[src/rtl/pipelined_control_unit_pkg.sv]
// pipelined_control_unit_pkg: opcodes, select codes, branch funct3 values and pipeline control-word types
package pipelined_control_unit_pkg;
  localparam logic [6:0] OP_R_TYPE       = 7'b0110011;
  localparam logic [6:0] OP_I_TYPE_LOAD  = 7'b0000011;
  localparam logic [6:0] OP_I_TYPE_ALU   = 7'b0010011;
  localparam logic [6:0] OP_I_TYPE_JALR  = 7'b1100111;
  localparam logic [6:0] OP_S_TYPE       = 7'b0100011;
  localparam logic [6:0] OP_B_TYPE       = 7'b1100011;
  localparam logic [6:0] OP_J_TYPE_JAL   = 7'b1101111;
  localparam logic [6:0] OP_U_TYPE_LUI   = 7'b0110111;
  localparam logic [6:0] OP_U_TYPE_AUIPC = 7'b0010111;
  localparam logic [1:0] RES_ALU = 2'b00;
  localparam logic [1:0] RES_MEM = 2'b01;
  localparam logic [1:0] RES_PC4 = 2'b10;
  localparam logic [2:0] IMM_I = 3'b000;
  localparam logic [2:0] IMM_S = 3'b001;
  localparam logic [2:0] IMM_B = 3'b010;
  localparam logic [2:0] IMM_J = 3'b011;
  localparam logic [2:0] IMM_U = 3'b100;
  localparam logic [1:0] ALU_ADD    = 2'b00;
  localparam logic [1:0] ALU_BRANCH = 2'b01;
  localparam logic [1:0] ALU_FUNCT  = 2'b10;
  localparam logic [1:0] ALU_PASS_B = 2'b11;
  localparam logic [2:0] F3_BEQ  = 3'b000;
  localparam logic [2:0] F3_BNE  = 3'b001;
  localparam logic [2:0] F3_BLT  = 3'b100;
  localparam logic [2:0] F3_BGE  = 3'b101;
  localparam logic [2:0] F3_BLTU = 3'b110;
  localparam logic [2:0] F3_BGEU = 3'b111;
  typedef struct packed {
    logic [1:0] result_src;
    logic       mem_write;
    logic       reg_write;
    logic       jmp;
    logic       branch;
    logic [1:0] alu_op;
    logic       alu_src;
    logic       alu_src_a;
    logic [2:0] branch_cond;
  } ctrl_t;
  typedef struct packed {
    logic [1:0] result_src;
    logic       mem_write;
    logic       reg_write;
  } mem_ctrl_t;
  typedef struct packed {
    logic [1:0] result_src;
    logic       reg_write;
  } wb_ctrl_t;
  localparam ctrl_t BUBBLE = '0;
  function automatic logic branch_ok(logic [2:0] f3, bit branch_set);
    return (f3 inside {F3_BEQ, F3_BNE, F3_BLT, F3_BGE, F3_BLTU, F3_BGEU}) && (branch_set || f3 == F3_BEQ);
  endfunction
endpackage

[src/rtl/pipelined_control_unit_if.sv]
// pipelined_control_unit_if: ID opcode/funct3 and hazard stall/flush in (master drives), per-stage control out (slave drives)
interface pipelined_control_unit_if #(parameter int ALU_OP_W = 2, parameter int IMM_SRC_W = 3);
  logic [6:0]           i_opcode;
  logic [2:0]           i_funct3;
  logic                 i_stall_e;
  logic                 i_flush_e;
  logic [IMM_SRC_W-1:0] o_imm_src_d;
  logic                 o_illegal_d;
  logic [ALU_OP_W-1:0]  o_alu_op_e;
  logic                 o_alu_src_e;
  logic                 o_alu_src_a_e;
  logic                 o_jmp_e;
  logic                 o_branch_e;
  logic [2:0]           o_branch_cond_e;
  logic [1:0]           o_result_src_e;
  logic                 o_reg_write_m;
  logic                 o_mem_write_m;
  logic [1:0]           o_result_src_m;
  logic                 o_reg_write_w;
  logic [1:0]           o_result_src_w;
  modport master (
    output i_opcode, i_funct3, i_stall_e, i_flush_e,
    input  o_imm_src_d, o_illegal_d, o_alu_op_e, o_alu_src_e, o_alu_src_a_e, o_jmp_e, o_branch_e,
           o_branch_cond_e, o_result_src_e, o_reg_write_m, o_mem_write_m, o_result_src_m,
           o_reg_write_w, o_result_src_w
  );
  modport slave (
    input  i_opcode, i_funct3, i_stall_e, i_flush_e,
    output o_imm_src_d, o_illegal_d, o_alu_op_e, o_alu_src_e, o_alu_src_a_e, o_jmp_e, o_branch_e,
           o_branch_cond_e, o_result_src_e, o_reg_write_m, o_mem_write_m, o_result_src_m,
           o_reg_write_w, o_result_src_w
  );
endinterface

[src/rtl/pipelined_control_unit_control_decoder.sv]
// control_decoder: combinational opcode/funct3 -> control word, immediate select and illegal flag (illegal decodes become a bubble)
module control_decoder import pipelined_control_unit_pkg::*; #(
  parameter bit ENABLE_AUIPC = 1'b1,
  parameter bit BRANCH_SET   = 1'b1
) (
  input  logic [6:0] i_opcode,
  input  logic [2:0] i_funct3,
  output ctrl_t      o_ctrl,
  output logic [2:0] o_imm_src,
  output logic       o_illegal
);
  always_comb begin
    o_ctrl    = BUBBLE;
    o_imm_src = IMM_I;
    o_illegal = 1'b0;
    case (i_opcode)
      OP_R_TYPE: begin
        o_ctrl.reg_write = 1'b1;
        o_ctrl.alu_op    = ALU_FUNCT;
      end
      OP_I_TYPE_LOAD: begin
        o_ctrl.result_src = RES_MEM;
        o_ctrl.reg_write  = 1'b1;
        o_ctrl.alu_src    = 1'b1;
      end
      OP_I_TYPE_ALU: begin
        o_ctrl.reg_write = 1'b1;
        o_ctrl.alu_op    = ALU_FUNCT;
        o_ctrl.alu_src   = 1'b1;
      end
      OP_I_TYPE_JALR: begin
        o_ctrl.result_src = RES_PC4;
        o_ctrl.reg_write  = 1'b1;
        o_ctrl.jmp        = 1'b1;
        o_ctrl.alu_src    = 1'b1;
      end
      OP_S_TYPE: begin
        o_ctrl.mem_write = 1'b1;
        o_ctrl.alu_src   = 1'b1;
        o_imm_src        = IMM_S;
      end
      OP_B_TYPE: begin
        o_ctrl.branch      = 1'b1;
        o_ctrl.alu_op      = ALU_BRANCH;
        o_ctrl.branch_cond = i_funct3;
        o_imm_src          = IMM_B;
        o_illegal          = !branch_ok(i_funct3, BRANCH_SET);
      end
      OP_J_TYPE_JAL: begin
        o_ctrl.result_src = RES_PC4;
        o_ctrl.reg_write  = 1'b1;
        o_ctrl.jmp        = 1'b1;
        o_imm_src         = IMM_J;
      end
      OP_U_TYPE_LUI: begin
        o_ctrl.reg_write = 1'b1;
        o_ctrl.alu_op    = ALU_PASS_B;
        o_ctrl.alu_src   = 1'b1;
        o_imm_src        = IMM_U;
      end
      OP_U_TYPE_AUIPC: begin
        o_ctrl.reg_write = 1'b1;
        o_ctrl.alu_src   = 1'b1;
        o_ctrl.alu_src_a = 1'b1;
        o_imm_src        = IMM_U;
        o_illegal        = !ENABLE_AUIPC;
      end
      default: o_illegal = 1'b1;
    endcase
    if (o_illegal) begin
      o_ctrl    = BUBBLE;
      o_imm_src = IMM_I;
    end
  end
endmodule

[src/rtl/pipelined_control_unit.sv]
// pipelined_control_unit: ID decode plus ID/EX, EX/MEM, MEM/WB control registers with stall/flush bubbles; clk i_clk, sync active-low i_rst_n, rest on bus
module pipelined_control_unit import pipelined_control_unit_pkg::*; #(
  parameter int ALU_OP_W     = 2,
  parameter int IMM_SRC_W    = 3,
  parameter bit ENABLE_AUIPC = 1'b1,
  parameter bit BRANCH_SET   = 1'b1
) (
  input logic                      i_clk,
  input logic                      i_rst_n,
  pipelined_control_unit_if.slave  bus
);
  ctrl_t      dec_ctrl, ex_q, ex_d;
  mem_ctrl_t  mem_q, mem_d;
  wb_ctrl_t   wb_q, wb_d;
  logic [2:0] imm_src;
  control_decoder #(.ENABLE_AUIPC(ENABLE_AUIPC), .BRANCH_SET(BRANCH_SET)) u_dec (
    .i_opcode  (bus.i_opcode),
    .i_funct3  (bus.i_funct3),
    .o_ctrl    (dec_ctrl),
    .o_imm_src (imm_src),
    .o_illegal (bus.o_illegal_d)
  );
  always_comb begin
    ex_d  = bus.i_flush_e ? BUBBLE : bus.i_stall_e ? ex_q : dec_ctrl;
    mem_d = (bus.i_stall_e && !bus.i_flush_e) ? '0 : {ex_q.result_src, ex_q.mem_write, ex_q.reg_write};
    wb_d  = {mem_q.result_src, mem_q.reg_write};
  end
  always_ff @(posedge i_clk) begin
    if (!i_rst_n) begin
      ex_q  <= BUBBLE;
      mem_q <= '0;
      wb_q  <= '0;
    end else begin
      ex_q  <= ex_d;
      mem_q <= mem_d;
      wb_q  <= wb_d;
    end
  end
  assign bus.o_imm_src_d     = IMM_SRC_W'(imm_src);
  assign bus.o_alu_op_e      = ALU_OP_W'(ex_q.alu_op);
  assign bus.o_alu_src_e     = ex_q.alu_src;
  assign bus.o_alu_src_a_e   = ex_q.alu_src_a;
  assign bus.o_jmp_e         = ex_q.jmp;
  assign bus.o_branch_e      = ex_q.branch;
  assign bus.o_branch_cond_e = ex_q.branch_cond;
  assign bus.o_result_src_e  = ex_q.result_src;
  assign bus.o_reg_write_m   = mem_q.reg_write;
  assign bus.o_mem_write_m   = mem_q.mem_write;
  assign bus.o_result_src_m  = mem_q.result_src;
  assign bus.o_reg_write_w   = wb_q.reg_write;
  assign bus.o_result_src_w  = wb_q.result_src;
endmodule

[src/flat_wrapper.sv]
// flat-port wrapper written by rule: the top's interface ports become plain ports
module pipelined_control_unit_flat import pipelined_control_unit_pkg::*;
#(
  parameter int ALU_OP_W     = 2,
  parameter int IMM_SRC_W    = 3,
  parameter bit ENABLE_AUIPC = 1'b1,
  parameter bit BRANCH_SET   = 1'b1
)
  (i_clk, i_rst_n, bus_i_opcode, bus_i_funct3, bus_i_stall_e, bus_i_flush_e, bus_o_imm_src_d, bus_o_illegal_d, bus_o_alu_op_e, bus_o_alu_src_e, bus_o_alu_src_a_e, bus_o_jmp_e, bus_o_branch_e, bus_o_branch_cond_e, bus_o_result_src_e, bus_o_reg_write_m, bus_o_mem_write_m, bus_o_result_src_m, bus_o_reg_write_w, bus_o_result_src_w);
  pipelined_control_unit_if #(.ALU_OP_W(ALU_OP_W), .IMM_SRC_W(IMM_SRC_W)) bus_i ();
  input logic i_clk;
  input logic i_rst_n;
  input wire logic [$bits(bus_i.i_opcode)-1:0] bus_i_opcode;
  input wire logic [$bits(bus_i.i_funct3)-1:0] bus_i_funct3;
  input wire logic [$bits(bus_i.i_stall_e)-1:0] bus_i_stall_e;
  input wire logic [$bits(bus_i.i_flush_e)-1:0] bus_i_flush_e;
  output wire logic [$bits(bus_i.o_imm_src_d)-1:0] bus_o_imm_src_d;
  output wire logic [$bits(bus_i.o_illegal_d)-1:0] bus_o_illegal_d;
  output wire logic [$bits(bus_i.o_alu_op_e)-1:0] bus_o_alu_op_e;
  output wire logic [$bits(bus_i.o_alu_src_e)-1:0] bus_o_alu_src_e;
  output wire logic [$bits(bus_i.o_alu_src_a_e)-1:0] bus_o_alu_src_a_e;
  output wire logic [$bits(bus_i.o_jmp_e)-1:0] bus_o_jmp_e;
  output wire logic [$bits(bus_i.o_branch_e)-1:0] bus_o_branch_e;
  output wire logic [$bits(bus_i.o_branch_cond_e)-1:0] bus_o_branch_cond_e;
  output wire logic [$bits(bus_i.o_result_src_e)-1:0] bus_o_result_src_e;
  output wire logic [$bits(bus_i.o_reg_write_m)-1:0] bus_o_reg_write_m;
  output wire logic [$bits(bus_i.o_mem_write_m)-1:0] bus_o_mem_write_m;
  output wire logic [$bits(bus_i.o_result_src_m)-1:0] bus_o_result_src_m;
  output wire logic [$bits(bus_i.o_reg_write_w)-1:0] bus_o_reg_write_w;
  output wire logic [$bits(bus_i.o_result_src_w)-1:0] bus_o_result_src_w;
  assign bus_i.i_opcode = bus_i_opcode;
  assign bus_i.i_funct3 = bus_i_funct3;
  assign bus_i.i_stall_e = bus_i_stall_e;
  assign bus_i.i_flush_e = bus_i_flush_e;
  assign bus_o_imm_src_d = bus_i.o_imm_src_d;
  assign bus_o_illegal_d = bus_i.o_illegal_d;
  assign bus_o_alu_op_e = bus_i.o_alu_op_e;
  assign bus_o_alu_src_e = bus_i.o_alu_src_e;
  assign bus_o_alu_src_a_e = bus_i.o_alu_src_a_e;
  assign bus_o_jmp_e = bus_i.o_jmp_e;
  assign bus_o_branch_e = bus_i.o_branch_e;
  assign bus_o_branch_cond_e = bus_i.o_branch_cond_e;
  assign bus_o_result_src_e = bus_i.o_result_src_e;
  assign bus_o_reg_write_m = bus_i.o_reg_write_m;
  assign bus_o_mem_write_m = bus_i.o_mem_write_m;
  assign bus_o_result_src_m = bus_i.o_result_src_m;
  assign bus_o_reg_write_w = bus_i.o_reg_write_w;
  assign bus_o_result_src_w = bus_i.o_result_src_w;
  pipelined_control_unit #(.ALU_OP_W(ALU_OP_W), .IMM_SRC_W(IMM_SRC_W), .ENABLE_AUIPC(ENABLE_AUIPC), .BRANCH_SET(BRANCH_SET)) u_core (.i_clk(i_clk), .i_rst_n(i_rst_n), .bus(bus_i));
endmodule
[config.mk]
export PLATFORM = sky130hd
export DESIGN_NAME = pipelined_control_unit_flat
export DESIGN_NICKNAME = d
export VERILOG_FILES = /design/src/rtl/pipelined_control_unit_pkg.sv /design/src/rtl/pipelined_control_unit_if.sv /design/src/rtl/pipelined_control_unit_control_decoder.sv /design/src/rtl/pipelined_control_unit.sv /design/src/flat_wrapper.sv
export SDC_FILE = /design/constraint.sdc
export NUM_CORES = 1
export LEC_CHECK = 0
export CORE_ASPECT_RATIO = 0.75
export CORE_MARGIN = 2
export CORE_UTILIZATION = 40
export DETAILED_ROUTE_END_ITERATION = 12
export GPL_ROUTABILITY_DRIVEN = 0
export GPL_TIMING_DRIVEN = 0
export PLACE_DENSITY = 0.78
export SYNTH_ARGS = -nofsm -noshare
export SYNTH_HDL_FRONTEND = slang
export SYNTH_SLANG_ARGS = --single-unit
[constraint.sdc]
create_clock -name i_clk -period 2.01 [get_ports i_clk]
set_clock_uncertainty 0.15 [all_clocks]
set_input_delay 0.402 -clock i_clk [delete_from_list [all_inputs] [get_ports i_clk]]
set_output_delay 0.402 -clock i_clk [all_outputs]
set_load 0.03 [all_outputs]
==> flow_summary.yaml <==
outcome:
  status: "completed"
grt:
  antenna_found_initial: 0
  grt_overflow: 0
  grt_pass1_vias: 904
  grt_max_degree: 12
  grtUsageTotal_pct: 20.0
  grt_pass1_wl_microns: 4100
worst_setup_path:
  critical_path_class: "input pin to primary output"
  r2r_slack_ns: 1.20
  critPathBufInv: 2
  crit_family: "simple AND/OR/NAND/NOR gates"
  r2r_end: "u_core.bus.o_alu_src_e$_SDFFE_PP0N_"
  cp_data_required_time_ns: 1.46
  start_kind: "input pin"
  crit_arrival_ns: 1.44
  slowest_delay_ns: 0.40
  reg2reg_from: "u_core.bus.o_alu_src_e$_SDFFE_PP0N_"
  worstPathCellList: "buf_2, and3b_2, a21oi_1, or3b_1, buf_6"
  rr_worst_depth: 2
  critical_path.max_fanout: 6
  crit_path_end_kind: "primary output"
  critPathSlowestCell: "or3b_1"
timing:
  finalHoldViolCount: 0
  fin_crit_sh_pct: 98.9
  slew_headroom_pct: 68.7
  worstMarginPinSlew_ns: 0.469
  period_needed_ns: 1.99
  fmax_ghz: 0.503
  finalMaxSlewViolations: 0
  fin_ws_ns: 0.0227
  finalSetupViolCount: 0
  setup_tns_ns: 0
clock_network:
  cts_tree: "yes"
  htree_num_levels: 1
  clkSinkCount: 20
  clockBufferDepth: 2
  clkSlewWorstSetupHoldPaths_ns: 0.10
  numCtsBuffers: 3
  worst_skew_pair.late_latency_ns: 0.30
  cts-hold-fix-buffers: 0
  clock-root-buffer: "clkbuf_4"
drt:
  wirelength_microns: 2680
  ant_nets: 0
  drc: 0
  drt-initial-drc-count: 50
  via_per_inst: 5.25
  wl_per_cell_microns: 14.2
  drtPass1Iterations: 4
  vias: 987
logic_synthesis:
  synth_nets: 127
  async_reset_ff_share_pct: 0
  yosys_warnings: 0
  yosysUniqueCellTypes: 37
  syn-cell-area_sq_um: 977
  synth_edf_count: 0
  syn_inst: 113
  avgSynthCellArea_sq_um: 8.65
  synth-seq-cells: 20
  ys.flop_type: "dfxtp_1"
  ys_seq_area_share_pct: 41.0
floorplanning:
  dieHeight_microns: 46.8
  pin_count: 36
  die_w_microns: 61.1
  start_util_pct: 42.3
  placementRows: 15
  die_area_sq_um: 2860
  fp.coreArea_sq_um: 2310
power_and_ir_drop:
  peakVddDrop_v: 0.000280
  power.total_mw: 0.749
  p_leak_nw: 0.670
  power_density_nw_per_um2: 515
place:
  io_buffer_count: 33
  preCtsSetupSlack_ns: -0.839
  hpwl_microns: 1880
  place_inst: 180
min_path:
  hold_start: "bus_i_stall_e"
  hold_path.class: "input pin to flop"
  hold_depth: 2
  hold_path_end: "u_core.ex_q[9]$_SDFFE_PP0N_"
run:
  cap_violations: 0
final_layout:
  stdcell_count: 188
  syn_to_final_growth_pct: 48.7
  nets: 169
  drive_gt1_share_pct: 26.0
  insertedDiodeCount: 0
  post-route-util_pct: 62.9
==> synth_stat cells (2+ instances only) <==
cell	number	area, sq um
nor2_1	4	15.0
buf_6	2	22.5
nand4_1	4	25.0
a21oi_1	9	45.0
dfxtp_1	20	400
nand3_1	9	45.0
inv_1	2	7.51
o31ai_1	3	22.5
buf_4	8	60.1
o21ai_1	2	10.0
nand2b_1	5	31.3
nand2_1	12	45.0
clkbuf_1	2	7.51
and2_1	7	43.8
nor3_1	2	10.0
==> sequential cells by signal (all words and copies together), names as in the netlist <==
name and count:
u_core.bus.o_branch_e 1, u_core.bus.o_alu_src_a_e 1, u_core.bus.o_alu_op_e 2, u_core.bus.o_result_src_m 2
u_core.bus.o_reg_write_w 1, u_core.bus.o_reg_write_m 1, u_core.bus.o_result_src_e 2, u_core.bus.o_result_src_w 2
u_core.bus.o_mem_write_m 1, u_core.ex_q 2, u_core.bus.o_branch_cond_e 3, u_core.bus.o_jmp_e 1
u_core.bus.o_alu_src_e 1
==> what timing repair did <==
| action | CTS | global route |
|---|---|---|
| buffers inserted | 4 | 0 |
| setup endpoints to repair | 4 | 9 |
| gates cloned | 0 | 0 |
| gates resized for setup | 47 | 17 |
| pin swaps | 1 | 0 |
==> worst max-delay path by stage <==
stage	start	endpoint	slack, ns	cells past startpoint
final	bus_i_opcode[6]	bus_o_illegal_d	0.02	5
after global routing	u_core.bus.o_branch_cond_e[1]$_SDFFE_PP0N_	bus_o_branch_cond_e[1]	-0.0009	2
after CTS	bus_i_opcode[2]	bus_o_imm_src_d[0]	0.01	6
after detailed placement	bus_i_opcode[4]	bus_o_imm_src_d[0]	-0.84	5
after global placement	bus_i_opcode[4]	bus_o_imm_src_d[0]	-0.80	5
after floorplan	bus_i_opcode[5]	bus_o_imm_src_d[0]	0.10	4
==> area by class of cell <==
type                       count  area [sq um]
fill                         199           856
multi-input combinational     78           518
clock buffer                   4          36.3
buffer                        13          95.1
tap                           34          42.5
sequential                    20           400
timing repair buffer          37           353
inverter                       2          7.51
==> per-stage QoR <==
step,area [sq um],hold slack [ns]
after floorplan,977,0.281
after global placement,1350,0.293
after detailed placement,1350,0.303
after CTS,1440,0.165
after global routing,1450,0.160
final,1450,0.172
==> cell families after synthesis <==
group	share of synthesized area [%]
flip-flops	41.0
buffers and inverters	10.5
AND/OR/NAND/NOR	31.4
AO/OA/AOI/OAI	17.2
==> power by group <==
group | switching [mW] | internal [mW]
combinational | 0.0660 | 0.0493
clock | 0.125 | 0.111
sequential | 0.000613 | 0.397
==> layout by cell type, fill, tap and decap left out, types with 2 or more instances in the layout <==
| cell type | count |
|---|---|
| dlymetal6s2s_1 | 6 |
| buf_4 | 12 |
| nand2_1 | 11 |
| dfxtp_1 | 20 |
| dlygate4sd2_1 | 2 |
| nand2b_1 | 3 |
| buf_2 | 5 |
| o31ai_1 | 3 |
| nand2b_4 | 2 |
| and3b_2 | 2 |
| clkbuf_4 | 3 |
| a21oi_1 | 9 |
| nor3_1 | 2 |
| clkdlybuf4s50_1 | 15 |
| clkbuf_1 | 2 |
| and2_1 | 7 |
| o21ai_1 | 2 |
| nand3_1 | 8 |
| nand4_1 | 4 |
| clkdlybuf4s15_2 | 2 |
| inv_1 | 2 |
| buf_6 | 4 |
| nor2_1 | 3 |
==> routing by layer <==
metal  GRT usage, %  wire length (microns)  vias up
li1               -                      -      481
met1           25.0                   1130      442
met2           32.1                   1260       54
met3           5.51                    226       10
met4           10.0                     59        0
met5              0                      0        -
Note: power is estimated with default switching activity, not from simulation.
